[config.mk]
export PLATFORM = sky130hd
export DESIGN_NAME = tc_pcie_rxwidth_ctrl
export DESIGN_NICKNAME = d
export VERILOG_FILES = /design/src/rtl/tc_pcie_rxwidth_ctrl.sv
export SDC_FILE = /design/constraint.sdc
export NUM_CORES = 1
export LEC_CHECK = 0
export CAP_MARGIN = 0
export CORE_ASPECT_RATIO = 0.8
export CORE_UTILIZATION = 34
export DETAILED_ROUTE_END_ITERATION = 8
export PLACE_DENSITY = 0.63
export SLEW_MARGIN = 20
export SYNTH_ARGS = -nofsm -noshare
export SYNTH_HDL_FRONTEND = slang
export SYNTH_SLANG_ARGS = --single-unit
[constraint.sdc]
create_clock -name rxclk_i -period 4.3 [get_ports rxclk_i]
set_clock_uncertainty 0.2 [all_clocks]
set_input_delay 0.645 -clock rxclk_i [delete_from_list [all_inputs] [get_ports rxclk_i]]
set_output_delay 0.645 -clock rxclk_i [all_outputs]
set_load 0.05 [all_outputs]
[src/rtl/tc_pcie_rxwidth_ctrl.sv]
// Purpose : owns the rx width converter's rxwidth select and sequences width changes on 80-bit word boundaries.
// Latency : same-width ack 1 cycle; a real switch acks (t-b)+2+SETTLE_CYCLES cycles after the request.
// Backpres: no flow control; requests arriving while busy are discarded and flagged on req_drop_o.
//
// Ports:
//   rxclk_i        receive clock, rising edge
//   reset_i        synchronous active-high reset
//   width_req_i    width change request strobe (acted on only in RUN)
//   width_sel_i    requested width code (0=10b, 1=20b, 2=40b, 3=80b)
//   rxwidth_o      width code driven to the converter
//   conv_hold_o    converter output invalid (SWITCH/SETTLE)
//   beat_cnt_o     beat index inside the current 80-bit word
//   word_valid_o   current beat completes an 80-bit word
//   width_ack_o    one-cycle pulse: requested width is in effect
//   busy_o         a width change is in progress
//   req_drop_o     one-cycle pulse: a request was discarded while busy
//   switch_cnt_o   completed switch count (live only with TC_PCIE_RXWIDTH_STATS_EN)
//
// Build option: define TC_PCIE_RXWIDTH_STATS_EN to enable the saturating switch counter;
// otherwise switch_cnt_o is tied to zero.

module tc_pcie_rxwidth_ctrl #(
  parameter int         SETTLE_CYCLES = 4,
  parameter logic [1:0] RESET_WIDTH   = 2'd3
) (
  input  logic        rxclk_i,
  input  logic        reset_i,
  input  logic        width_req_i,
  input  logic [1:0]  width_sel_i,
  output logic [1:0]  rxwidth_o,
  output logic        conv_hold_o,
  output logic [2:0]  beat_cnt_o,
  output logic        word_valid_o,
  output logic        width_ack_o,
  output logic        busy_o,
  output logic        req_drop_o,
  output logic [15:0] switch_cnt_o
);

  typedef enum logic [1:0] {
    ST_RUN    = 2'd0,
    ST_DRAIN  = 2'd1,
    ST_SWITCH = 2'd2,
    ST_SETTLE = 2'd3
  } state_t;

  // Settle counter counts SETTLE_CYCLES-1 down to 0, giving SETTLE_CYCLES cycles in SETTLE.
  localparam logic [3:0] SETTLE_LOAD = 4'(SETTLE_CYCLES - 1);

  state_t     state_q;
  logic [1:0] rxwidth_q;
  logic [1:0] pend_q;
  logic [2:0] beat_q;
  logic [3:0] settle_q;
  logic       hold_q;
  logic       busy_q;
  logic       ack_q;
  logic       drop_q;

  logic [2:0] term_beat;
  logic       word_end;
  logic [2:0] beat_next;
  logic       run_switch_req;
  logic       sw_go;

  // Number of converter beats per 80-bit word, minus one.
  always_comb begin
    term_beat = 3'd0;
    case (rxwidth_q)
      2'd0:    term_beat = 3'd7;
      2'd1:    term_beat = 3'd3;
      2'd2:    term_beat = 3'd1;
      default: term_beat = 3'd0;
    endcase
  end

  assign word_end  = (beat_q == term_beat);
  assign beat_next = word_end ? 3'd0 : beat_q + 3'd1;

  // A width change request that actually changes width.
  assign run_switch_req = (state_q == ST_RUN) && width_req_i && (width_sel_i != rxwidth_q);

  // SWITCH is entered only on the last beat of a word, so the converter never
  // changes width mid-word.
  assign sw_go = word_end && (run_switch_req || (state_q == ST_DRAIN));

  always_ff @(posedge rxclk_i) begin
    if (reset_i) begin
      state_q   <= ST_RUN;
      rxwidth_q <= RESET_WIDTH;
      pend_q    <= RESET_WIDTH;
      beat_q    <= 3'd0;
      settle_q  <= 4'd0;
      hold_q    <= 1'b0;
      busy_q    <= 1'b0;
      ack_q     <= 1'b0;
      drop_q    <= 1'b0;
    end else begin
      ack_q  <= 1'b0;
      drop_q <= 1'b0;
      case (state_q)
        ST_RUN: begin
          beat_q <= beat_next;
          if (width_req_i) begin
            if (width_sel_i == rxwidth_q) begin
              // Already at the requested width: acknowledge without disturbing the converter.
              ack_q <= 1'b1;
            end else begin
              pend_q <= width_sel_i;
              busy_q <= 1'b1;
              if (sw_go) begin
                // Request lands on the word's last beat: switch immediately,
                // taking the width straight from the request.
                state_q   <= ST_SWITCH;
                rxwidth_q <= width_sel_i;
                hold_q    <= 1'b1;
              end else begin
                state_q <= ST_DRAIN;
              end
            end
          end
        end

        ST_DRAIN: begin
          beat_q <= beat_next;
          if (width_req_i) begin
            drop_q <= 1'b1;
          end
          if (sw_go) begin
            state_q   <= ST_SWITCH;
            rxwidth_q <= pend_q;
            hold_q    <= 1'b1;
          end
        end

        ST_SWITCH: begin
          beat_q   <= 3'd0;
          settle_q <= SETTLE_LOAD;
          state_q  <= ST_SETTLE;
          if (width_req_i) begin
            drop_q <= 1'b1;
          end
        end

        ST_SETTLE: begin
          beat_q <= 3'd0;
          if (width_req_i) begin
            drop_q <= 1'b1;
          end
          if (settle_q == 4'd0) begin
            state_q <= ST_RUN;
            hold_q  <= 1'b0;
            busy_q  <= 1'b0;
            ack_q   <= 1'b1;
          end else begin
            settle_q <= settle_q - 4'd1;
          end
        end

        default: begin
          state_q <= ST_RUN;
          hold_q  <= 1'b0;
          busy_q  <= 1'b0;
          beat_q  <= 3'd0;
        end
      endcase
    end
  end

`ifdef TC_PCIE_RXWIDTH_STATS_EN
  logic [15:0] switch_cnt_q;

  // Counts entries into SWITCH; value is visible from the SWITCH cycle onward.
  always_ff @(posedge rxclk_i) begin
    if (reset_i) begin
      switch_cnt_q <= 16'd0;
    end else if (sw_go && (switch_cnt_q != 16'hFFFF)) begin
      switch_cnt_q <= switch_cnt_q + 16'd1;
    end
  end

  assign switch_cnt_o = switch_cnt_q;
`else
  assign switch_cnt_o = 16'd0;
`endif

  assign rxwidth_o    = rxwidth_q;
  assign conv_hold_o  = hold_q;
  assign beat_cnt_o   = beat_q;
  assign word_valid_o = ((state_q == ST_RUN) || (state_q == ST_DRAIN)) && word_end;
  assign width_ack_o  = ack_q;
  assign busy_o       = busy_q;
  assign req_drop_o   = drop_q;

endmodule
; ---- Yosys cells after proc, flatten, opt, wreduce, memory -nomap -nowiden
; Cells that the tools add are included.
[classes]
n_eq_ne = 14
add_sub_neg = 2
mux = 29
bitwise_logic = 2
n_reduce_logical = 23
[ops]
columns = operator, count
row1 = 2-bit 2-to-1 mux, 9
row2 = "2-bit inequality test, second input constant", 6
row3 = 4-bit AND reduction, 3
row4 = 1-bit 2-to-1 mux, 10
row5 = 3-bit one-hot mux with 3 select lines, 1
row6 = 2-bit one-hot mux with 4 select lines, 1
row7 = 4-bit one-hot mux with 2 select lines, 1
row8 = "2-bit equality test, second input constant", 3
row9 = 3-bit one-hot mux with 2 select lines, 1
row10 = 2-bit nonzero test, 3
row11 = 2-bit OR reduction, 3
row12 = 5-bit AND reduction, 1
row13 = "2-bit by 1-bit equality test with 1-bit output, second input constant", 2
row14 = 1-bit logical AND, 4
row15 = 2-bit zero test, 2
row16 = 4-bit zero test, 1
row17 = 4-bit 2-to-1 mux, 1
row18 = 1-bit one-hot mux with 2 select lines, 2
row19 = 2-bit one-hot mux with 2 select lines, 1
row20 = "4-bit by 1-bit subtractor with 4-bit output, second input constant", 1
row21 = "3-bit by 1-bit adder with 3-bit output, second input constant", 1
row22 = 3-bit equality test, 1
row23 = 3-bit 2-to-1 mux, 1
row24 = 1-bit one-hot mux with 3 select lines, 1
row25 = 8 further kinds, 10
[word_totals]
ff_bits = 17
output_inout_bits = 26

; ---- Longest topological paths before layout
[logic_depth]
ltp_word = 9
ltp_mapped = 7
depth_no_buf = 7

; ---- Worst setup path after synthesis
; Ideal clock, no wire load.
[synth_timing]
path_kind = register -> output
startpoint = reg beat_q[0] (netlist: beat_cnt_o[0])
endpoint = out word_valid_o
t_required_ns = 3.455
path_stages_with_launch = 5
setup_slack_ns = 1.821
n_path_buf = 0
arrival_ns = 1.634
path_cell_list = dfxtp_1 and4bb_2 mux2i_4 nand2_1 o21a_1
[synth_between]
elab_chain_cells = 2
[synth_lines]
columns = item, line
row1 = "start, declared", 53  ; logic [2:0] beat_q;
row2 = "start signal, assigned", 103  ; beat_q <= beat_next;
row3 = "start signal, assigned", 125  ; beat_q <= beat_next;
row4 = 3-bit equality test, 77  ; assign word_end = (beat_q == term_beat);
row5 = 1-bit logical AND, 190  ; assign word_valid_o = ((state_q == ST_RUN) || (state_q == ST_DRAIN)) && word_end;
row6 = "end, declared", 33  ; output logic word_valid_o,
; Every way passes these cells.

; ---- Worst setup path after layout
[layout_timing]
startpoint = reg rxwidth_q[1] (netlist: rxwidth_o[1])
endpoint = out word_valid_o
[layout_between]
elab_chain_cells = 4
word_cells_on_any_way = 6
[layout_lines]
columns = item, line
row1 = "start, declared", 51  ; logic [1:0] rxwidth_q;
row2 = "start signal, assigned", 115  ; rxwidth_q <= width_sel_i;
row3 = "start signal, assigned", 131  ; rxwidth_q <= pend_q;
row4 = "2-bit equality test, or another cell as far along", 69  ; case (rxwidth_q)
row5 = 3-bit one-hot mux with 3 select lines (*), 69
row6 = 3-bit equality test (*), 77
row7 = 1-bit logical AND (*), 190
; Every way passes the cells marked *; elsewhere a longest branch is shown, timed or not.

==> summary.txt <==
Status
  • Outcome: completed

Synth
  • Distinct cells, synth: 39
  • Synth Register Bits: 17
  • Synth warnings: 0
  • Post-synth EDFFs: 0
  • Synth area leader: dfxtp_1
  • Sequential share of the synthesized area: 31.7%
  • Top_reg_cell synth: dfxtp_1
  • Post-synthesis instance total: between 100 and 150
  • Post-synth ARST share: 0%
  • Syn avg cell area: just over 9 sq um
  • Ranking of synthesized cells by area: dfxtp_1, buf_4, ha_1
  • Synth Cell Area: around 1100 sq um
  • Area share of the largest cell type after synthesis: 31.7%

CTS
  • CTS Sinks: 17
  • Number of hold buffers added after cts: 0
  • CTS Root Buffer Type: clkbuf_8
  • Num CTS Buffers: 3
  • CTS tree: built
  • Resize count post-CTS: 0
  • H-tree Lvls: 1
  • Clock Path Buffers: 2
  • Clock latency on the worst-skew pair: ~0.25 ns
  • Post-CTS Setup Repair Bufs: 0
  • Clock slew at reported path FFs: approximately 0.07 ns

Setup path
  • Setup crit end kind: output pin
  • Data arrival, critical path: 2.18 ns
  • Critical R2R Capture: state_q[0]
  • Max Fanout on Critical Path: 7
  • Reg2Reg Setup Slack: 2.29 ns
  • CP endpoint: word_valid_o
  • Critical Path RT: 3.45 ns
  • Crit path from: rxwidth_o[1]
  • Critical setup path kind: register to output pin
  • Launching point of the worst reg2reg path: settle_q[0]
  • Kind of launch point of the worst setup path: register
  • Worst reg2reg path depth: 7

STA
  • Final worst setup slack: 1.28 ns
  • Setup violations, final: 0
  • FMAX: 0.331 GHz
  • RSZ-0062 raised after global routing: false
  • Worst-margin pin slew: between 0.5 and 0.6 ns
  • Final count of pins violating max slew: 0
  • Final Critical Period: a little over 3 ns
  • Tcrit/Tclk final: between 70% and 80%
  • Rel. slew slack: ~66%
  • Setup TNS: 0 ns
  • Hold Fails Final Rpt: 0

Layout
  • Share of post-route cells with drive strength above 1: 9.85%
  • Ant diodes: 0
  • Commonest non-fill, non-tap cell in the layout: dfxtp_1
  • Nets: 146
  • Most frequent cells in the layout: dfxtp_1, conb_1, clkdlybuf4s50_1
  • Layout fillers: 308
  • Area Growth Syn to Fin: 15.5%
  • Post-route insts no fill: 170

Drt
  • Vias: 790
  • Uppermost routed layer: met4
  • Initial DRC Count: 15
  • Vias per cell: 4.65
  • Met1 Wirelength: 1030 microns
  • Initial DRT Pass Iterations: 4
  • Routed wire length: 2000 microns
  • Met2 WL: 879 microns
  • Met3 Wirelength: between 80 and 90 microns
  • Antenna-violating nets left: 0
  • # DRC: 0
  • Wirelength per Cell: 11.8 microns

Die
  • Die area: approximately 3400 sq um
  • I/O Pins: 31
  • # rows: 17
  • Core outline area: 2870 sq um
  • Initial core utilization: 37.4%
  • Die Wd: 64.8 microns
  • Die Ht: about 52 microns

Global routing
  • Vias in the first global route: 712
  • Antenna violations before repair: 0
  • Largest net degree at the start of global routing: 11
  • Total track usage: about 14%
  • GRT Residual Overflow: 0
  • First-pass GRT wire length: 3460 microns

Pwr
  • PwrDens: 699 nW/um^2
  • Max VDD drop: around 0.26 mV
  • P_leak: 0.000512 uW

Place
  • GPL Wtd Cong: 0.864
  • Buffers on Ports: 14
  • Cell Count Post-Placement: 166
  • Pre-CTS WS: 1.56 ns
  • Detailed placer's ending HPWL: 1590 microns

Hold path
  • Worst min-delay path category: register to register
  • Hold wc startpoint: pend_q[1]

Run
  • Max-Cap Viols: 0
## where the power goes
part	leakage [uW]	switching [uW]	internal, uW
Sequential	0.000139	37.0	198
Combinational	0.000348	323	189
Clock	0.0000255	55.3	64.3
## sequential cells by signal (all words and copies together), names as in the netlist
name         cells
busy_o           1
beat_cnt_o       3
state_q          2
req_drop_o       1
rxwidth_o        2
settle_q         4
conv_hold_o      1
width_ack_o      1
pend_q           2
## area by class of cell
class / count / area, sq um / share of cell area (%)
clock buffer: 3 / 41.3 / 3.33
clock inverter: 1 / 5.00 / 0.404
inverter: 9 / 33.8 / 2.72
multi-input combinational: 88 / 632 / 51.0
sequential: 17 / 340 / 27.4
tap: 38 / 47.5 / 3.83
timing repair buffer: 14 / 140 / 11.3
## Yosys cell counts, drive strengths merged (2+ instances only)
master   n
mux2     2
nor3     2
nor2     4
buf     16
a211oi   5
o2111a   2
nor3b    2
nand2    9
ha       8
nor2b    2
and4bb   2
nand3    2
xor2     2
a21oi    6
inv      9
dfxtp   17
o21ai    3
mux2i    6
## per-stage QoR
step	power [uW]	area, sq um	hold WS (ns)	utilization, %
6_report	867	1240	0.285	43.2
2_1_floorplan	633	1130	0.239	-
5_1_grt	926	1240	0.329	43.2
3_5_place_dp	748	1190	0.266	41.6
3_3_place_gp	737	1190	0.258	41.6
4_1_cts	872	1240	0.286	43.2
## critical path, stage by stage, from the launching register on
cell	delay, ns
dfxtp_1	0.43
nor3b_1	0.26
o21ai_1	0.16
nand2_1	0.14
o21a_1	0.14
clkdlybuf4s50_1	0.80
## how the worst min path moves through the flow
stage,endpoint,depth (start not counted)
finish,pend_q[1],2
global route,pend_q[0],2
CTS,pend_q[1],2
detailed placement,pend_q[1],2
global placement,pend_q[0],2
floorplan,pend_q[0],2
## cells by family after synthesis
logic type,count (synthesis),synth area share (%)
AND/OR/NAND/NOR,30,16.2
other,1,0.349
buffers and inverters,26,14.7
XOR/XNOR,3,2.45
adder cells (fa/ha/maj),8,9.32
flip-flops,17,31.7
AO/OA/AOI/OAI,23,16.4
multiplexers,8,8.86
## routing by layer
metal / GRT usage, % / up-vias
met3: 4.78 / 2
li1: - / 410
met4: 2.59 / 0
met5: 0 / -
met2: 20.7 / 16
met1: 18.9 / 362
No activity file was read; power rests on OpenSTA's default activity.
